File: src/rtl/double_threshold_hysteresis.sv
// rtl/double_threshold_hysteresis.sv - Canny double threshold + single-pass 3x3 hysteresis on a raster NMS stream
// Optional build macro DT_WEAK_OUT_EN: weak pixels without a strong neighbour emit 128 instead of 0.
module double_threshold_hysteresis #(
    parameter int IMG_WIDTH  = 506,
    parameter int IMG_HEIGHT = 506,
    parameter int MAG_W      = 11,
    parameter int CNT_W      = 20
) (
    input  logic             clk,
    input  logic             rstN,
    input  logic [MAG_W-1:0] nms_magnitude,
    input  logic             nms_valid,
    input  logic [MAG_W-1:0] high_thresh,
    input  logic [MAG_W-1:0] low_thresh,
    output logic [7:0]       edge_pixel,
    output logic             edge_pixel_valid,
    output logic             frame_done,
    output logic [CNT_W-1:0] edge_count
);

    localparam int CW = $clog2(IMG_WIDTH);
    localparam int RW = $clog2(IMG_HEIGHT);
    localparam logic [CW-1:0] COL_LAST = CW'(IMG_WIDTH - 1);
    localparam logic [RW-1:0] ROW_LAST = RW'(IMG_HEIGHT - 1);
`ifdef DT_WEAK_OUT_EN
    localparam logic [7:0] WEAK_VAL = 8'd128;
`else
    localparam logic [7:0] WEAK_VAL = 8'd0;
`endif

    logic [CW-1:0]    col_q, col_d;
    logic [RW-1:0]    row_q, row_d;
    logic [MAG_W-1:0] hi_q, hi_d, lo_q, lo_d;
    logic [5:0]       wc0_q, wc0_d, wc1_q, wc1_d, wc2_q, wc2_d;
    logic             win_v_q, win_v_d, win_last_q, win_last_d;
    logic [7:0]       px1_q, px1_d;
    logic             px1_v_q, px1_v_d, px1_last_q, px1_last_d;
    logic [7:0]       edge_pixel_q, edge_pixel_d;
    logic             edge_v_q, edge_v_d, out_last_q, out_last_d;
    logic             frame_done_q, frame_done_d;
    logic [CNT_W-1:0] run_cnt_q, run_cnt_d, edge_count_q, edge_count_d;

    logic [1:0] lb0_mem [IMG_WIDTH];
    logic [1:0] lb1_mem [IMG_WIDTH];

    logic             first_px;
    logic [MAG_W-1:0] h_sel, l_sel, l_eff;
    logic [1:0]       code, lb_top, lb_mid, centre;
    logic             nb_strong, px1_is_edge;

    always_comb begin
        first_px = (row_q == '0) && (col_q == '0);
        // The first pixel of a frame must already use the thresholds being latched with it.
        h_sel    = first_px ? high_thresh : hi_q;
        l_sel    = first_px ? low_thresh : lo_q;
        l_eff    = (l_sel > h_sel) ? h_sel : l_sel;
        if (nms_magnitude >= h_sel)      code = 2'd2;
        else if (nms_magnitude >= l_eff) code = 2'd1;
        else                             code = 2'd0;
        lb_top = lb1_mem[col_q];
        lb_mid = lb0_mem[col_q];

        col_d      = col_q;
        row_d      = row_q;
        hi_d       = hi_q;
        lo_d       = lo_q;
        wc0_d      = wc0_q;
        wc1_d      = wc1_q;
        wc2_d      = wc2_q;
        win_v_d    = 1'b0;
        win_last_d = 1'b0;
        if (nms_valid) begin
            if (first_px) begin
                hi_d = high_thresh;
                lo_d = low_thresh;
            end
            wc0_d      = wc1_q;
            wc1_d      = wc2_q;
            wc2_d      = {lb_top, lb_mid, code};
            win_v_d    = (row_q >= RW'(2)) && (col_q >= CW'(2));
            win_last_d = (row_q == ROW_LAST) && (col_q == COL_LAST);
            if (col_q == COL_LAST) begin
                col_d = '0;
                row_d = (row_q == ROW_LAST) ? '0 : row_q + RW'(1);
            end else begin
                col_d = col_q + CW'(1);
            end
        end

        // Window columns are {row r-2, row r-1, row r}; wc1 is the centre column.
        centre    = wc1_q[3:2];
        nb_strong = wc0_q[5] | wc0_q[3] | wc0_q[1] | wc2_q[5] | wc2_q[3] | wc2_q[1]
                  | wc1_q[5] | wc1_q[1];
        if (centre == 2'd2)                  px1_d = 8'd255;
        else if (centre == 2'd1 && nb_strong) px1_d = 8'd255;
        else if (centre == 2'd1)              px1_d = WEAK_VAL;
        else                                  px1_d = 8'd0;
        px1_v_d    = win_v_q;
        px1_last_d = win_v_q & win_last_q;

        px1_is_edge  = px1_v_q && (px1_q == 8'd255);
        edge_v_d     = px1_v_q;
        edge_pixel_d = px1_v_q ? px1_q : edge_pixel_q;
        out_last_d   = px1_last_q;
        frame_done_d = out_last_q;
        edge_count_d = edge_count_q;
        run_cnt_d    = run_cnt_q + (px1_is_edge ? CNT_W'(1) : CNT_W'(0));
        if (out_last_q) begin
            edge_count_d = run_cnt_q;
            run_cnt_d    = px1_is_edge ? CNT_W'(1) : CNT_W'(0);
        end
    end

    always_ff @(posedge clk) begin
        if (rstN) begin
            col_q        <= '0;
            row_q        <= '0;
            win_v_q      <= 1'b0;
            win_last_q   <= 1'b0;
            px1_v_q      <= 1'b0;
            px1_last_q   <= 1'b0;
            edge_v_q     <= 1'b0;
            edge_pixel_q <= 8'd0;
            out_last_q   <= 1'b0;
            frame_done_q <= 1'b0;
            run_cnt_q    <= '0;
            edge_count_q <= '0;
        end else begin
            col_q        <= col_d;
            row_q        <= row_d;
            win_v_q      <= win_v_d;
            win_last_q   <= win_last_d;
            px1_v_q      <= px1_v_d;
            px1_last_q   <= px1_last_d;
            edge_v_q     <= edge_v_d;
            edge_pixel_q <= edge_pixel_d;
            out_last_q   <= out_last_d;
            frame_done_q <= frame_done_d;
            run_cnt_q    <= run_cnt_d;
            edge_count_q <= edge_count_d;
        end
    end

    always_ff @(posedge clk) begin
        hi_q  <= hi_d;
        lo_q  <= lo_d;
        wc0_q <= wc0_d;
        wc1_q <= wc1_d;
        wc2_q <= wc2_d;
        px1_q <= px1_d;
        if (nms_valid && !rstN) begin
            lb1_mem[col_q] <= lb_mid;
            lb0_mem[col_q] <= code;
        end
    end

    assign edge_pixel       = edge_pixel_q;
    assign edge_pixel_valid = edge_v_q;
    assign frame_done       = frame_done_q;
    assign edge_count       = edge_count_q;

endmodule

File: config.mk
export PLATFORM = sky130hd
export DESIGN_NAME = double_threshold_hysteresis
export DESIGN_NICKNAME = d
export VERILOG_FILES = /design/src/rtl/double_threshold_hysteresis.sv
export SDC_FILE = /design/constraint.sdc
export NUM_CORES = 2
export LEC_CHECK = 0
export CAP_MARGIN = 40
export CORE_MARGIN = 2
export CORE_UTILIZATION = 30
export DETAILED_ROUTE_END_ITERATION = 8
export GPL_TIMING_DRIVEN = 0
export PLACE_DENSITY = 0.44
export SLEW_MARGIN = 20
export SYNTH_ARGS = -nofsm -noshare
export SYNTH_HDL_FRONTEND = slang
export SYNTH_SLANG_ARGS = --single-unit
File: constraint.sdc
create_clock -name clk -period 21.7 [get_ports clk]
set_clock_uncertainty 0.05 [all_clocks]
set_input_delay 2.17 -clock clk [delete_from_list [all_inputs] [get_ports clk]]
set_output_delay 2.17 -clock clk [all_outputs]
set_load 0.01 [all_outputs]
==> results.json <==
{
  "synthesis.yosys.warnings": 0,
  "peak_supply_drop_mv": 0.08538,
  "gr-usage-all-layers_pct": 22.91,
  "worstSetupPathType": "reg2reg",
  "period_needed_ps": 9656,
  "post_synth_most_frequent_cells": "sky130_fd_sc_hd__edfxtp_1, sky130_fd_sc_hd__nor2_1, sky130_fd_sc_hd__mux4_2, sky130_fd_sc_hd__mux2i_1, sky130_fd_sc_hd__clkbuf_1",
  "worst_setup_path_start_kind": "flip-flop",
  "drive_above_1_share_pct": 20.29,
  "first_global_vias": 38000,
  "postSynthNetCount": 3888,
  "clock-sinks": 1627,
  "outcome": "finished, final reports clean",
  "drt_iter0_markers": 5333,
  "postSynthCellCount": 3814,
  "synth_top_cell_area_share_pct": 70.82,
  "synth_largest_area_cell": "sky130_fd_sc_hd__edfxtp_1",
  "layout-area-overhead-vs-synth_pct": 18.25,
  "p_leak_nw": 24.27,
  "seq_area_frac_synth_pct": 73.13,
  "clock_insertion_delay_worst_skew_ps": 850,
  "max-clock-path-buffers": 3,
  "drc_errors": 0,
  "powerDensity_nw_per_um2": 97.39,
  "utilization_pct": 35.74,
  "post_cts_resized": 0,
  "finish.cell_count_without_fillers": 7153,
  "vias": 39030,
  "worst_ep_required_time_ps": 22330,
  "numCtsBuffers": 174,
  "cts.clk_slew.worst_paths_ps": 60,
  "buffer_ports.inserted": 65,
  "grt_max_degree": 79,
  "critical-path-max-stage-delay_ps": 640,
  "cts_hold_buf": 0,
  "area_contributors_post_synth": "sky130_fd_sc_hd__edfxtp_1, sky130_fd_sc_hd__mux4_2, sky130_fd_sc_hd__mux2i_1, sky130_fd_sc_hd__nor2_1, sky130_fd_sc_hd__dfxtp_1",
  "placedCellCount": 6829,
  "drv_cap": 0,
  "place_congestion": 0.9656,
  "final_antenna_net_count": 0,
  "netlist-cell-type-count": 70,
  "floorplan.initialDensity_pct": 30.23,
  "max_freq_mhz": 103.6,
  "ys_seq_elements": 1627,
  "cts_tree": "built",
  "worst-path-max-fanout": 31,
  "htreeDepth": 4,
  "detailedPlacementHpwl_mm": 178.1,
  "setup_viol": 0,
  "grt_first_pass_wirelength_mm": 343.5,
  "routedWlPerCell_um": 36.26,
  "placement_rows": 171,
  "grt_setup_unrepaired": "false",
  "postCtsSetupBuffers": 0,
  "postSynth.asyncResetShare_pct": 0,
  "cell_with_the_most_instances_after_synthesis": "sky130_fd_sc_hd__edfxtp_1",
  "routed_wl_mm": 259.3,
  "total_number_of_nets_in_the_final_design": 4228,
  "synth.avg_cell_area_um2": 17.24,
  "crit_family": "buffers and inverters",
  "fp.dieArea_um2": 223000,
  "slowest_stage": "sky130_fd_sc_hd__o41ai_4",
  "avgViaCountPerCell": 5.456,
  "cp_num_buf_inv": 11,
  "worst_margin_slew_ps": 1010,
  "grt_antenna_before_repair": 15,
  "netlist_area_um2": 65770,
  "core_area_um2": 217600,
  "holdCritPathClass": "reg2reg",
  "clock-root-buffer": "sky130_fd_sc_hd__clkbuf_16",
  "dieHeight_um": 472.2,
  "design_power_total_mw": 7.574,
  "endpoint_kind": "flip-flop",
  "die_width_um": 472.2,
  "design.portCount": 66,
  "final-max-slew-violation-count": 0,
  "max_slew_margin_pct": 32.02,
  "final_report_hold_violation_count": 0,
  "ys_dominant_reg_cell": "sky130_fd_sc_hd__edfxtp_1",
  "cp_data_arrival_time_ps": 10280,
  "timing.critical_path.mode_cell": "sky130_fd_sc_hd__buf_16",
  "grt_remaining_overflow": 0,
  "router_iterations_before_antenna_repair": 6,
  "ff2ff_setup_slack_ps": 12040,
  "post_synth_edffs": 1551,
  "layout_worst_path_cycle_share_pct": 44.50
}
## report_power, final
part | switching, mW | leakage, nW | internal (mW) | total (mW)
Sequential | 0.00325 | 14.8 | 3.66 | 3.67
Clock | 1.32 | 2.73 | 1.66 | 2.98
Combinational | 0.619 | 6.77 | 0.308 | 0.927
## path summary, 6_finish.rpt
kind	end	cells after the start	start
setup / recovery	lb0_mem[207][0]	33	col_q[1]
hold / removal	out_last_d	1	win_last_q
setup reg to reg	lb0_mem[207][0]	33	col_q[1]
hold reg to reg	out_last_d	1	win_last_q
## placed cells by master, fill, tap and decap left out, types with 12 or more instances in the layout
cell                                 n
sky130_fd_sc_hd__edfxtp_1         1551
sky130_fd_sc_hd__nor2_1            614
sky130_fd_sc_hd__mux4_2            293
sky130_fd_sc_hd__mux2i_1           240
sky130_fd_sc_hd__clkbuf_16         175
sky130_fd_sc_hd__nand2_1           125
sky130_fd_sc_hd__clkbuf_1          100
sky130_fd_sc_hd__clkbuf_2           92
sky130_fd_sc_hd__dfxtp_1            76
sky130_fd_sc_hd__clkdlybuf4s50_1    64
sky130_fd_sc_hd__o221ai_1           62
sky130_fd_sc_hd__a21oi_1            60
sky130_fd_sc_hd__o22ai_1            56
sky130_fd_sc_hd__o21ai_0            48
sky130_fd_sc_hd__buf_2              45
sky130_fd_sc_hd__buf_4              43
sky130_fd_sc_hd__clkinv_2           42
sky130_fd_sc_hd__buf_16             41
sky130_fd_sc_hd__nor3_1             38
sky130_fd_sc_hd__nand3_1            38
sky130_fd_sc_hd__ha_1               38
sky130_fd_sc_hd__clkinv_1           28
sky130_fd_sc_hd__a22oi_1            27
sky130_fd_sc_hd__buf_12             27
sky130_fd_sc_hd__inv_1              23
sky130_fd_sc_hd__buf_6              22
sky130_fd_sc_hd__mux2_2             21
sky130_fd_sc_hd__xor2_1             19
sky130_fd_sc_hd__nand2b_1           18
sky130_fd_sc_hd__nand4_1            17
sky130_fd_sc_hd__bufinv_16          14
sky130_fd_sc_hd__and3_1             13
sky130_fd_sc_hd__a211oi_1           13
sky130_fd_sc_hd__nor2b_1            13
sky130_fd_sc_hd__a221oi_1           12
## metrics by stage
stage	area (um^2)	hold slack, ps	setup WS [ps]	setup TNS, ps
detailed placement	72120	366.0	12100	0
floorplan	65770	350.3	6954	0
global placement	69990	354.8	-4700	-2337160
finish	77770	374.9	12040	0
CTS	77730	380.4	12090	0
global route	77770	394.4	11520	0
## per-layer routing
metal | global-route usage, % | vias up | part of all wire (%) | routed length (um)
li1 | - | 15790 | - | -
met1 | 31.12 | 20850 | 42 | 109100
met2 | 36.03 | 1957 | 46 | 118400
met3 | 5.315 | 425 | 8.5 | 21930
met4 | 7.845 | 6 | 3.8 | 9861
met5 | 0 | - | 0.035 | 90
## flip-flops by register name (all words and copies together), names as in the netlist, 3 cells and up, named ones only
name        flops
lb0_mem      1012
lo_q           11
wc0_q           3
hi_q           11
edge_count     20
run_cnt_q      20
lb1_mem       506
wc1_q           4
row_q           9
wc2_q           4
col_q           9
## logic make-up after synthesis
| kind of cell | share of synthesized area (%) |
|---|---|
| DFF | 73.13 |
| and+or+nand+nor | 5.987 |
| muxes | 14.06 |
| AOI/OAI and AO/OA | 3.734 |
| buffers and inverters | 1.914 |
| adders and majority gates | 0.7743 |
| xor gates and xnor gates | 0.3995 |
## area by class of cell
| cell class | instances | area, um^2 |
|---|---|---|
| sequential | 1627 | 48100 |
| timing repair buffer | 164 | 2634 |
| fill | 20310 | 139800 |
| clock buffer | 210 | 4511 |
| antenna | 1 | 2.502 |
| buffer | 249 | 1290 |
| clock inverter | 110 | 1106 |
| inverter | 27 | 101.3 |
| tap | 2854 | 3571 |
| multi-input combinational | 1911 | 16460 |
Note: power is estimated with default switching activity, not from simulation.
